[src/rtl/axis_slave_fifo_if.sv]
// axis_slave_fifo_if: upstream/downstream handshake bundle
// for the first-word-fall-through slave buffer.
interface axis_slave_fifo_if #(
  parameter int DATA_W = 32,
  parameter int DEPTH  = 4,
  parameter int CNT_W  = 16
);
  localparam int LW = $clog2(DEPTH) + 1;

  logic [DATA_W-1:0] data;
  logic              valid;
  logic              ready;
  logic [DATA_W-1:0] data_out;
  logic              data_out_valid;
  logic              data_out_ready;
  logic [LW-1:0]     level;
  logic [CNT_W-1:0]  xfer_cnt;
  logic              protocol_err;

  modport slave (
    input  data,
    input  valid,
    input  data_out_ready,
    output ready,
    output data_out,
    output data_out_valid,
    output level,
    output xfer_cnt,
    output protocol_err
  );

  modport master (
    output data,
    output valid,
    output data_out_ready,
    input  ready,
    input  data_out,
    input  data_out_valid,
    input  level,
    input  xfer_cnt,
    input  protocol_err
  );
endinterface

[src/rtl/axis_slave_fifo.sv]
// axis_slave_fifo: FWFT buffer with registered ready,
// beat counter and sticky upstream protocol checker.
module axis_slave_fifo #(
  parameter int DATA_W = 32,
  parameter int DEPTH  = 4,
  parameter int CNT_W  = 16
) (
  input logic clk,
  input logic rst_n,
  axis_slave_fifo_if.slave bus
);
  localparam int AW = $clog2(DEPTH);
  localparam int LW = AW + 1;
  localparam logic [LW-1:0] FULL = LW'(DEPTH);

  logic [DATA_W-1:0] mem_q [DEPTH];

  logic [AW-1:0]     wp_q, wp_d;
  logic [AW-1:0]     rp_q, rp_d;
  logic [LW-1:0]     lvl_q, lvl_d;
  logic              rdy_q, rdy_d;
  logic [CNT_W-1:0]  cnt_q, cnt_d;
  logic              err_q, err_d;
  logic              stall_q, stall_d;
  logic [DATA_W-1:0] hold_q, hold_d;

  logic empty;
  logic wr;
  logic rd;

  assign empty = (lvl_q == '0);
  assign wr    = bus.valid & rdy_q;
  assign rd    = ~empty & bus.data_out_ready;

  // next-state for pointers, level, ready, counter and checker
  always_comb begin
    wp_d    = wp_q;
    rp_d    = rp_q;
    lvl_d   = lvl_q;
    cnt_d   = cnt_q;
    if (wr) begin
      wp_d  = wp_q + AW'(1);
      cnt_d = cnt_q + CNT_W'(1);
    end
    if (rd) begin
      rp_d  = rp_q + AW'(1);
    end
    unique case ({wr, rd})
      2'b10:   lvl_d = lvl_q + LW'(1);
      2'b01:   lvl_d = lvl_q - LW'(1);
      default: lvl_d = lvl_q;
    endcase
    rdy_d   = (lvl_d < FULL);
    stall_d = bus.valid & ~rdy_q;
    hold_d  = bus.data;
    err_d   = err_q |
              (stall_q &
               (~bus.valid | (bus.data != hold_q)));
  end

  // control state with synchronous reset
  always_ff @(posedge clk) begin
    if (!rst_n) begin
      wp_q    <= '0;
      rp_q    <= '0;
      lvl_q   <= '0;
      rdy_q   <= 1'b0;
      cnt_q   <= '0;
      err_q   <= 1'b0;
      stall_q <= 1'b0;
      hold_q  <= '0;
    end else begin
      wp_q    <= wp_d;
      rp_q    <= rp_d;
      lvl_q   <= lvl_d;
      rdy_q   <= rdy_d;
      cnt_q   <= cnt_d;
      err_q   <= err_d;
      stall_q <= stall_d;
      hold_q  <= hold_d;
    end
  end

  // storage array; contents are don't-care across reset
  always_ff @(posedge clk) begin
    if (rst_n && wr) begin
      mem_q[wp_q] <= bus.data;
    end
  end

  assign bus.ready          = rdy_q;
  assign bus.data_out_valid = ~empty;
  assign bus.data_out       = empty ? '0 : mem_q[rp_q];
  assign bus.level          = lvl_q;
  assign bus.xfer_cnt       = cnt_q;
  assign bus.protocol_err   = err_q;
endmodule

[src/flat_wrapper.sv]
// flat-port wrapper written by rule: the top's interface ports become plain ports
module axis_slave_fifo_flat 
#(
  parameter int DATA_W = 32,
  parameter int DEPTH  = 4,
  parameter int CNT_W  = 16
)
  (clk, rst_n, bus_data, bus_valid, bus_data_out_ready, bus_ready, bus_data_out, bus_data_out_valid, bus_level, bus_xfer_cnt, bus_protocol_err);
  axis_slave_fifo_if #(.DATA_W(DATA_W), .DEPTH(DEPTH), .CNT_W(CNT_W)) bus_i ();
  input logic clk;
  input logic rst_n;
  input wire logic [$bits(bus_i.data)-1:0] bus_data;
  input wire logic [$bits(bus_i.valid)-1:0] bus_valid;
  input wire logic [$bits(bus_i.data_out_ready)-1:0] bus_data_out_ready;
  output wire logic [$bits(bus_i.ready)-1:0] bus_ready;
  output wire logic [$bits(bus_i.data_out)-1:0] bus_data_out;
  output wire logic [$bits(bus_i.data_out_valid)-1:0] bus_data_out_valid;
  output wire logic [$bits(bus_i.level)-1:0] bus_level;
  output wire logic [$bits(bus_i.xfer_cnt)-1:0] bus_xfer_cnt;
  output wire logic [$bits(bus_i.protocol_err)-1:0] bus_protocol_err;
  assign bus_i.data = bus_data;
  assign bus_i.valid = bus_valid;
  assign bus_i.data_out_ready = bus_data_out_ready;
  assign bus_ready = bus_i.ready;
  assign bus_data_out = bus_i.data_out;
  assign bus_data_out_valid = bus_i.data_out_valid;
  assign bus_level = bus_i.level;
  assign bus_xfer_cnt = bus_i.xfer_cnt;
  assign bus_protocol_err = bus_i.protocol_err;
  axis_slave_fifo #(.DATA_W(DATA_W), .DEPTH(DEPTH), .CNT_W(CNT_W)) u_core (.clk(clk), .rst_n(rst_n), .bus(bus_i));
endmodule
[config.mk]
export PLATFORM = sky130hd
export DESIGN_NAME = axis_slave_fifo_flat
export DESIGN_NICKNAME = d
export VERILOG_FILES = /design/src/rtl/axis_slave_fifo_if.sv /design/src/rtl/axis_slave_fifo.sv /design/src/flat_wrapper.sv
export SDC_FILE = /design/constraint.sdc
export NUM_CORES = 1
export LEC_CHECK = 0
export ABC_CLOCK_PERIOD_IN_PS = 6100
export CAP_MARGIN = 20
export CELL_PAD_IN_SITES_DETAIL_PLACEMENT = 0
export CELL_PAD_IN_SITES_GLOBAL_PLACEMENT = 1
export CORE_MARGIN = 4
export CORE_UTILIZATION = 50
export CTS_CLUSTER_DIAMETER = 40
export DETAILED_ROUTE_END_ITERATION = 10
export GPL_TIMING_DRIVEN = 0
export PLACE_DENSITY = 0.91
export SYNTH_ARGS = -nofsm -noshare
export SYNTH_HDL_FRONTEND = slang
export SYNTH_SLANG_ARGS = --single-unit
[constraint.sdc]
create_clock -name clk -period 6.1 [get_ports clk]
set_clock_uncertainty 0.1 [all_clocks]
set_input_delay 1.83 -clock clk [delete_from_list [all_inputs] [get_ports clk]]
set_output_delay 1.83 -clock clk [all_outputs]
set_load 0.01 [all_outputs]
==> results.sh <==
export IMPL_status="completed"
export IMPL_dpl_instance_area_um2=8410
export IMPL_io_buffers=89
export IMPL_root_buffer="clkbuf_16"
export IMPL_whs_endpoint="u_core.stall_q"
export IMPL_die_area_um2=16600
export IMPL_p_per_area_nw_per_um2=393
export IMPL_setup_viol=0
export IMPL_h_tree_depth=4
export IMPL_ctsHoldBuffers=0
export IMPL_fin_area_um2=9020
export IMPL_hpwl_mm=9.10
export IMPL_layout_setup_ws_ns=1.64
export IMPL_synth_top_area_share_pct=52.7
export IMPL_p_leak_nw=3.12
export IMPL_cts_clk_slew_worst_paths_ns=0.06
export IMPL_syn_area_um2=7300
export IMPL_synth_cell_types=33
export IMPL_core_area_um2=14100
export IMPL_peakVddDrop_v=0.000216
export IMPL_initial_core_util_pct=51.8
export IMPL_grt_overflow_total=0
export IMPL_n_fill_cell=1004
export IMPL_postLayoutCoreUtil_pct=64.0
export IMPL_place_congestion=0.810
export IMPL_grtUsageTotal_pct=18.1
export IMPL_syn_num_nets=482
export IMPL_rsz0062_at_grt="no"
export IMPL_die_y_um=129
export IMPL_rr_startpoint="u_core.bus.level[1]"
export IMPL_setup_tns_ns=0
export IMPL_totalWireLength_mm=14.2
export IMPL_worst_pin_slew_ns=0.913
export IMPL_worst_setup_path_start_kind="flip-flop"
export IMPL_avgSynthCellArea_um2=16.6
export IMPL_required_ns=4.17
export IMPL_max_cap_viol_count=0
export IMPL_crit_fanout=10
export IMPL_fp_row_count=43
export IMPL_die_w_um=129
export IMPL_pin_count=90
export IMPL_wire_per_inst_um=19.2
export IMPL_synth_ff_latch_count=188
export IMPL_ctsResizeCount=0
export IMPL_crit_type="reg -> out"
export IMPL_grt_pass1_wl_mm=22.6
export IMPL_drive_above_1_share_pct=12.7
export IMPL_clkSinkCount=188
export IMPL_worst_hold_path_type="reg -> reg"
export IMPL_fin_crit_ns=4.46
export IMPL_postCtsSetupRepairBufs=0
export IMPL_r2r_end="u_core.bus.ready"
export IMPL_ys_seq_area_share_pct=69.1
export IMPL_hold_viol_final=0
export IMPL_drc_errors=0
export IMPL_drt_pass1_iterations=4
export IMPL_clk_latency_ns=0.43
export IMPL_synthCells=439
export IMPL_fmax_ghz=0.224
export IMPL_place_ws_ns=1.80
export IMPL_cp_arrival_ns=2.53
export IMPL_synth_top_cell_by_area="edfxtp_1"
export IMPL_vias=3892
export IMPL_synth_area_leaders="edfxtp_1 (53%), dfxtp_1 (16%), mux4_2 (9.9%)"
export IMPL_cts_tree="built"
export IMPL_hold_path_startpoint="u_core.bus.ready"
export IMPL_first_global_vias=4229
export IMPL_antenna_left=0
export IMPL_viasPerCell=5.26
export IMPL_slew_viol_final=0
export IMPL_antenna_cells=0
export IMPL_ff2ff_setup_slack_ns=3.61
export IMPL_cts_made_buffers=17
export IMPL_antenna_found_initial=0
export IMPL_drt_iter0_drc=296
export IMPL_worstHoldPathCells=1
export IMPL_yosys_warnings=0
export IMPL_grt_max_degree=33
export IMPL_ff2ff_path_depth=8
export IMPL_fin_crit_sh_pct=73.1
export IMPL_clock_path_buffers=2
export IMPL_area_growth_synth_to_final_pct=23.6
export IMPL_fin_nets=590
export IMPL_power_mw=3.55
export IMPL_critPathCaptureType="output port"
export IMPL_max_slew_margin_pct=39.1
[worst max-delay path, stage by stage (launching register included)]
cell,delay (ns)
dfxtp_1,0.45
buf_1,0.57
mux4_2,0.41
and2_1,0.20
clkdlybuf4s50_1,0.48
[flip-flops by register name, summed over array words and instances (netlist names), named ones only]
signal                   count
u_core.bus.level             2
u_core.bus.protocol_err      1
u_core.bus.ready             1
u_core.bus.xfer_cnt         16
u_core.hold_q               32
u_core.mem_q               128
u_core.rp_q                  2
u_core.stall_q               1
u_core.wp_q                  2
[report_power, final]
part / internal (mW) / total [mW] / switching [mW]
sequential: 1.43 / 1.46 / 0.0351
combinational: 0.517 / 0.949 / 0.432
clock: 0.703 / 1.14 / 0.432
total: 2.65 / 3.55 / 0.900
[Yosys cell counts]
| library cell | count |
|---|---|
| inv_1 | 2 |
| or3_1 | 1 |
| and3_2 | 4 |
| o21ai_0 | 2 |
| and4_1 | 2 |
| nor2b_1 | 5 |
| buf_12 | 1 |
| dfxtp_1 | 60 |
| edfxtp_1 | 128 |
| xor2_1 | 28 |
| buf_1 | 3 |
| mux4_2 | 32 |
| nor4_1 | 6 |
| a21oi_1 | 1 |
| a21boi_0 | 3 |
| nand3_1 | 3 |
| mux2i_1 | 1 |
| and2_1 | 82 |
| fa_1 | 1 |
| ha_1 | 6 |
| inv_8 | 1 |
| or3_2 | 1 |
| nor3_1 | 1 |
| nand4b_1 | 1 |
| nand2_1 | 12 |
| and2_4 | 1 |
| nor3_4 | 2 |
| nor2_1 | 2 |
| and3_1 | 4 |
| nand4_1 | 6 |
| clkbuf_1 | 9 |
| buf_2 | 4 |
| xnor2_1 | 24 |
[layout by cell type (no fill, tap or decap), drive strengths merged, types with 3 or more instances in the layout]
master | netlist | layout
edfxtp | 128 | 128
clkdlybuf4s50 | 0 | 89
and2 | 83 | 83
dfxtp | 60 | 60
mux4 | 32 | 32
clkbuf | 9 | 32
xor2 | 28 | 28
xnor2 | 24 | 24
nand2 | 12 | 12
buf | 8 | 8
and3 | 8 | 8
nand4 | 6 | 6
nor4 | 6 | 6
ha | 6 | 6
nor2b | 5 | 5
clkinv | 0 | 5
bufinv | 0 | 4
nand3 | 3 | 3
a21boi | 3 | 3
inv | 3 | 3
nor3 | 3 | 3
[area by class of cell]
type | count | area (um2) | area share, %
sequential | 188 | 5040 | 55.9
multi-input combinational | 231 | 2150 | 23.8
timing repair buffer | 89 | 891 | 9.88
clock buffer | 23 | 468 | 5.19
tap | 180 | 225 | 2.50
clock inverter | 9 | 141 | 1.57
buffer | 17 | 85.1 | 0.943
inverter | 3 | 18.8 | 0.208
[per-layer routing]
layer	GRT usage [%]	part of all wire, %	vias up
met4	5.00	0.76	0
li1	-	-	1822
met2	30.3	50	108
met3	4.98	6.4	7
met5	0	0	-
met1	23.3	42	1955
[how the worst max path moves through the flow]
stage,depth (start not counted),end
finish,4,bus_data_out[8]
CTS,5,bus_data_out[8]
global placement,3,u_core.mem_q[1][10]
floorplan,9,u_core.bus.ready
global route,5,bus_data_out[8]
detailed placement,3,u_core.mem_q[0][13]
[through the flow]
stage / hold slack, ns / std cells
after floorplan: 0.354 / 439
after global placement: 0.348 / 708
after detailed placement: 0.345 / 708
after CTS: 0.367 / 740
after global routing: 0.406 / 740
final: 0.374 / 740
[logic make-up (layout without fill, tap and decap cells)]
family	after synthesis	count (layout)	synth area share [%]
DFF	188	188	69.1
and+or+nand+nor	133	133	11.4
xor gates and xnor gates	52	52	6.24
muxes	33	33	10.0
buffers and inverters	20	141	1.42
adders and majority gates	7	7	1.30
AOI/OAI and AO/OA	6	6	0.514
(Power assumes the default switching activity.)
